## src/rtl/ps2_keymap.sv

```systemverilog
// PS/2 scan code set 2 to ASCII translator with modifier tracking and Pause skipping.
// Optional PS2_KEYMAP_ANSI_EN: arrow keys emit ESC '[' X sequences, extended delete emits 0x7F.
module ps2_keymap #(
  parameter bit CAPS_INIT  = 1'b0,
  parameter int PAUSE_SKIP = 7
) (
  input  logic       clk48,
  input  logic       rst,
  input  logic [7:0] sym_data,
  input  logic       sym_valid,
  output logic       sym_ready,
  output logic [7:0] kb_data,
  output logic       kb_valid,
  input  logic       kb_ready,
  output logic [2:0] mods
);

  typedef enum logic [2:0] {IDLE, BRK, EXT, EXT_BRK, SKIP} state_t;

  state_t     state_reg;
  logic [7:0] skip_reg;
  logic       lshift_reg, rshift_reg, lctrl_reg, rctrl_reg, caps_reg, caps_held_reg;
  logic [7:0] kb_data_reg;
  logic       kb_valid_reg;
  logic       esc_pending;
  logic       shift, ctrl, sym_fire, kb_fire;
  logic [7:0] letter, make_char;

`ifdef PS2_KEYMAP_ANSI_EN
  logic [1:0] esc_cnt_reg;
  logic [7:0] esc_char_reg;
  assign esc_pending = (esc_cnt_reg != 2'd0);
`else
  assign esc_pending = 1'b0;
`endif

  function automatic logic [7:0] letter_of(input logic [7:0] code);
    logic [7:0] c;
    c = 8'h00;
    case (code)
      8'h1C: c = "a"; 8'h32: c = "b"; 8'h21: c = "c"; 8'h23: c = "d";
      8'h24: c = "e"; 8'h2B: c = "f"; 8'h34: c = "g"; 8'h33: c = "h";
      8'h43: c = "i"; 8'h3B: c = "j"; 8'h42: c = "k"; 8'h4B: c = "l";
      8'h3A: c = "m"; 8'h31: c = "n"; 8'h44: c = "o"; 8'h4D: c = "p";
      8'h15: c = "q"; 8'h2D: c = "r"; 8'h1B: c = "s"; 8'h2C: c = "t";
      8'h3C: c = "u"; 8'h2A: c = "v"; 8'h1D: c = "w"; 8'h22: c = "x";
      8'h35: c = "y"; 8'h1A: c = "z";
      default: c = 8'h00;
    endcase
    return c;
  endfunction

  // Non-letter keys: {unshifted, shifted} glyph pair, zero when unmapped.
  function automatic logic [7:0] glyph_of(input logic [7:0] code, input logic sh);
    logic [15:0] p;
    p = 16'h0000;
    case (code)
      8'h16: p = {"1", "!"};  8'h1E: p = {"2", "@"};  8'h26: p = {"3", "#"};
      8'h25: p = {"4", "$"};  8'h2E: p = {"5", "%"};  8'h36: p = {"6", "^"};
      8'h3D: p = {"7", "&"};  8'h3E: p = {"8", "*"};  8'h46: p = {"9", "("};
      8'h45: p = {"0", ")"};  8'h0E: p = {8'h60, "~"}; 8'h4E: p = {"-", "_"};
      8'h55: p = {"=", "+"};  8'h54: p = {"[", "{"};  8'h5B: p = {"]", "}"};
      8'h5D: p = {"\\", "|"}; 8'h4C: p = {";", ":"};  8'h52: p = {"'", "\""};
      8'h41: p = {",", "<"};  8'h49: p = {".", ">"};  8'h4A: p = {"/", "?"};
      8'h29: p = 16'h2020;    8'h5A: p = 16'h0D0D;    8'h66: p = 16'h0808;
      8'h0D: p = 16'h0909;    8'h76: p = 16'h1B1B;
      default: p = 16'h0000;
    endcase
    return sh ? p[7:0] : p[15:8];
  endfunction

  assign shift     = lshift_reg | rshift_reg;
  assign ctrl      = lctrl_reg | rctrl_reg;
  assign mods      = {caps_reg, ctrl, shift};
  assign sym_ready = !rst && !kb_valid_reg && !esc_pending;
  assign sym_fire  = sym_valid && sym_ready;
  assign kb_fire   = kb_valid_reg && kb_ready;
  assign kb_data   = kb_data_reg;
  assign kb_valid  = kb_valid_reg;

  always_comb begin
    letter    = letter_of(sym_data);
    make_char = glyph_of(sym_data, shift);
    if (letter != 8'h00) begin
      if (ctrl)                 make_char = letter & 8'h1F;
      else if (shift ^ caps_reg) make_char = letter - 8'h20;
      else                      make_char = letter;
    end
  end

  always_ff @(posedge clk48) begin
    if (rst) begin
      state_reg     <= IDLE;
      skip_reg      <= 8'h00;
      lshift_reg    <= 1'b0;
      rshift_reg    <= 1'b0;
      lctrl_reg     <= 1'b0;
      rctrl_reg     <= 1'b0;
      caps_reg      <= CAPS_INIT;
      caps_held_reg <= 1'b0;
      kb_data_reg   <= 8'h00;
      kb_valid_reg  <= 1'b0;
`ifdef PS2_KEYMAP_ANSI_EN
      esc_cnt_reg   <= 2'd0;
      esc_char_reg  <= 8'h00;
`endif
    end else begin
      if (kb_fire) begin
`ifdef PS2_KEYMAP_ANSI_EN
        // Remaining escape bytes go out back-to-back without dropping kb_valid.
        if (esc_cnt_reg == 2'd2) begin
          kb_data_reg <= 8'h5B;
          esc_cnt_reg <= 2'd1;
        end else if (esc_cnt_reg == 2'd1) begin
          kb_data_reg <= esc_char_reg;
          esc_cnt_reg <= 2'd0;
        end else begin
          kb_valid_reg <= 1'b0;
        end
`else
        kb_valid_reg <= 1'b0;
`endif
      end
      if (sym_fire) begin
        case (state_reg)
          IDLE: begin
            case (sym_data)
              8'hF0: state_reg <= BRK;
              8'hE0: state_reg <= EXT;
              8'hE1: begin
                state_reg <= SKIP;
                skip_reg  <= 8'(PAUSE_SKIP);
              end
              8'h12: lshift_reg <= 1'b1;
              8'h59: rshift_reg <= 1'b1;
              8'h14: lctrl_reg  <= 1'b1;
              8'h58: begin
                // Typematic repeats of caps must not re-toggle.
                if (!caps_held_reg) caps_reg <= !caps_reg;
                caps_held_reg <= 1'b1;
              end
              default: begin
                if (make_char != 8'h00) begin
                  kb_data_reg  <= make_char;
                  kb_valid_reg <= 1'b1;
                end
              end
            endcase
          end
          BRK: begin
            case (sym_data)
              8'h12:   lshift_reg    <= 1'b0;
              8'h59:   rshift_reg    <= 1'b0;
              8'h14:   lctrl_reg     <= 1'b0;
              8'h58:   caps_held_reg <= 1'b0;
              default: ;
            endcase
            state_reg <= IDLE;
          end
          EXT: begin
            state_reg <= IDLE;
            if (sym_data == 8'hF0) begin
              state_reg <= EXT_BRK;
            end else if (sym_data == 8'h14) begin
              rctrl_reg <= 1'b1;
            end
`ifdef PS2_KEYMAP_ANSI_EN
            else begin
              case (sym_data)
                8'h75, 8'h72, 8'h74, 8'h6B: begin
                  kb_data_reg  <= 8'h1B;
                  kb_valid_reg <= 1'b1;
                  esc_cnt_reg  <= 2'd2;
                  esc_char_reg <= (sym_data == 8'h75) ? "A" :
                                  (sym_data == 8'h72) ? "B" :
                                  (sym_data == 8'h74) ? "C" : "D";
                end
                8'h71: begin
                  kb_data_reg  <= 8'h7F;
                  kb_valid_reg <= 1'b1;
                end
                default: ;
              endcase
            end
`endif
          end
          EXT_BRK: begin
            if (sym_data == 8'h14) rctrl_reg <= 1'b0;
            state_reg <= IDLE;
          end
          SKIP: begin
            skip_reg <= skip_reg - 8'd1;
            if (skip_reg <= 8'd1) state_reg <= IDLE;
          end
          default: state_reg <= IDLE;
        endcase
      end
    end
  end

endmodule
```

## config.mk

```make
export PLATFORM = sky130hd
export DESIGN_NAME = ps2_keymap
export DESIGN_NICKNAME = d
export VERILOG_FILES = /design/src/rtl/ps2_keymap.sv
export SDC_FILE = /design/constraint.sdc
export NUM_CORES = 1
export LEC_CHECK = 0
export CORE_UTILIZATION = 35
export DETAILED_ROUTE_END_ITERATION = 16
export SYNTH_ARGS = -nofsm -noshare
export SYNTH_HDL_FRONTEND = slang
export SYNTH_SLANG_ARGS = --single-unit
```

## constraint.sdc

```tcl
create_clock -name clk48 -period 3.07 [get_ports clk48]
set_input_delay 0.4605 -clock clk48 [delete_from_list [all_inputs] [get_ports clk48]]
set_output_delay 0.4605 -clock clk48 [all_outputs]
set_load 0.005 [all_outputs]
```

==> results of run 1 <==
## what timing repair did
action / in CTS / in global routing
resized for setup: 26 / 18
setup buffers: 1 / 3
setup endpoints to repair: 9 / 9
hold buffers: 0 / 0
pin swaps: 7 / 8
## through the flow
step | TNS, ns | worst slack (ns) | hold slack [ns] | power [uW]
finish | 0 | 0.1313 | 0.4788 | 1029
global route | 0 | 0.01545 | 0.5052 | 1090
CTS | 0 | 0.0007860 | 0.4843 | 1022
detailed placement | -4.955 | -0.6234 | 0.4697 | 776.5
global placement | -4.915 | -0.6179 | 0.4620 | 776.9
floorplan | 0 | 0.1430 | 0.4462 | 579.6
## where the power goes
part	internal [uW]	switching [uW]	total, uW
logic	227	241	468
clock network	115	101	216
registers	342	3.57	346
## critical path, delay by kind of cell
kind	cells	cell delay, ns
AOI/OAI and AO/OA	3	0.70
buffers and inverters	5	0.73
adders and majority gates	1	0.19
and+or+nand+nor	5	1.07
## routing by layer
| layer | GRT usage | wire (um) | vias to the layer above |
|---|---|---|---|
| met5 | 0 | 0 | - |
| met4 | 0.06219 | 280 | 0 |
| met3 | 0.03555 | 818 | 26 |
| met2 | 0.4060 | 5038 | 165 |
| met1 | 0.3560 | 5141 | 1754 |
| li1 | - | - | 1835 |
## synthesized netlist by cell type (all sizes together), types with 7 or more instances
master   n
clkbuf  18
a31oi    7
nand3   15
a21oi   30
dfxtp   26
mux2i    8
nand2b  10
nor2b   14
o211ai   7
inv     16
nor4     9
ha      11
o21ai   23
buf     25
a211oi  11
nand2   41
nor2    43
nor3    17
## layout make-up
class | count | share of cell area
inverters | 18 | 0.01529
clock buffers | 4 | 0.01246
multi-input cells | 353 | 0.5500
well taps | 105 | 0.02974
repair buffers | 148 | 0.2747
flip-flops and latches | 26 | 0.1178
## worst max-delay path by stage
stage | to | depth (start not counted)
finish | kb_data[7] | 14
floorplan | kb_data[4] | 13
detailed placement | kb_data[3] | 13
global route | kb_data[7] | 14
global placement | kb_data[4] | 12
CTS | kb_data[7] | 12
## cell families after synthesis
kind of cell,share of synthesized area
AOI/OAI and AO/OA,0.3116
xor gates and xnor gates,0.02829
adders and majority gates,0.04446
buffers and inverters,0.1023
DFF,0.1681
muxes,0.04082
and+or+nand+nor,0.3044
==> metrics.cfg, run 1 <==
[die]
start_util=0.3693
die_h_um=96.05
die_area_sq_um=9225
ioPinCount=25
die_x_um=96.05
rows=33
core_area_sq_um=8382

[placed_design]
dpl_cell_area_sq_um=4151
hpwlAfterDp_um=8829
placedCellCount=646
portBuffers=24
place.gp.congestion=0.9465

[critical_path]
critPathLaunch=sym_data[1]
critical_path.cell_chain=dlygate4sd2_1 -> inv_2 -> buf_4 -> ha_2 -> nor2b_1 -> o311ai_1 -> nand3_1 -> o22a_2 -> buf_4 -> and4_1 -> buf_6 -> or4_1 -> nor3_2 -> a31o_1
rrSetupSlack_ns=0.64
end_kind=register
max_stage_delay_ns=0.42
cp-start-kind=primary input
path_max_fanout=10
arrival_ns=3.15
crit_top_cell=buf_4
worst-r2r-cell-count=10
r2r_start=rshift_reg
worst-setup-path-type=primary input to register
required_ns=3.29
cpMaxStageDelayCell=or4_1
timing.rr.end=kb_data[7]

[finish]
multi_input_area_sq_um=2430
post-route-util=0.5271
final_cells=654
seq_area_sq_um=520.5
final_cell_area_sq_um=4418
area_delta_synth_final_pct=42.72
fillers=813
layout_common_cells=117 x buf_4, 42 x nor2_1, 41 x nand2_1, 29 x a21oi_1, 26 x dfxtp_1
drive_above_1_share=0.3133
mostFrequentLayoutCell=buf_4
diodes=0
nets=573

[sta]
layout_min_cycle_time_ns=2.939
fmax_mhz=340.3
timing.final.crit_share=0.9572
rsz0062_at_grt=no
clock_skew_ns=0.003289
slew_headroom=0.6728
finalHoldViolations=0
setup_viol=0
final-max-slew-violation-count=0
worstMarginPinSlew_ns=0.4785

[routing]
drtIter0Drc=403
ant_nets=0
vias=3780
drt_pass1_iterations=5
wl_per_cell_um=17.24
route.detailed.drc=0
routed_wl_um=11280
avgViaCountPerCell=5.780

[run_status]
outcome=finished, final reports clean

[yosys]
ys.flop_type=dfxtp_1
synth_enable_flop_cells=0
synthCells=440
synth.avg_cell_area_sq_um=7.035
ys_top_cells_by_area=dfxtp_1 17%, nor2_1 5.2%, nand2_1 5.0%
synth.top_cell.area_share=0.1681
ys_ff_latch=26
synth_nets=463
synth-async-reset-ratio=0
synth_seq_area_share=0.1681
yosysTopAreaCell=dfxtp_1
ys_types=72
yosys_warnings=0
netlist_area_sq_um=3095

[global_routing]
grt_overflow=0
track_usage=0.2540
grt_pass1_vias=3582
antenna_found_initial=0
grt_pass1_wl_um=18230
grt_max_degree=37

[clock_tree]
clkSlewWorstSetupHoldPaths_ns=0.08
numClockSinks=26
htreeDepth=1
cts_tree=built
clock_path_buffers=2
clock_latency_ns=0.27
cts_buffers=3
cts-root-buf=clkbuf_8

[min_path]
min_path_type=register to register
whs_path_depth=1
min_from=kb_data[7]
holdPathEnd=kb_data[7]

[flow_run]
drv_cap=0

[power_and_ir_drop]
ir_drop_v=0.0001457
cellPowerDensity_nw_per_um2=233.0
leakagePower_uw=0.001784

(Power assumes the default switching activity.)
==> run 2: changes to the inputs <==
--- a/config.mk
+++ b/config.mk
@@ -5,6 +5,7 @@
 export SDC_FILE = /design/constraint.sdc
 export NUM_CORES = 1
 export LEC_CHECK = 0
+export ABC_CLOCK_PERIOD_IN_PS = 3070
 export CORE_UTILIZATION = 35
 export DETAILED_ROUTE_END_ITERATION = 16
 export SYNTH_ARGS = -nofsm -noshare
==> results of run 2 <==
Same layout as run 1: the final DEF is identical, and so are final timing and power.
==> run 3: changes to the inputs <==
--- a/config.mk
+++ b/config.mk
@@ -8,6 +8,7 @@
 export ABC_CLOCK_PERIOD_IN_PS = 3070
 export CORE_UTILIZATION = 35
 export DETAILED_ROUTE_END_ITERATION = 16
+export SLEW_MARGIN = 40
 export SYNTH_ARGS = -nofsm -noshare
 export SYNTH_HDL_FRONTEND = slang
 export SYNTH_SLANG_ARGS = --single-unit
==> results of run 3 <==
Same layout as run 1: the final DEF is identical, and so are final timing and power.
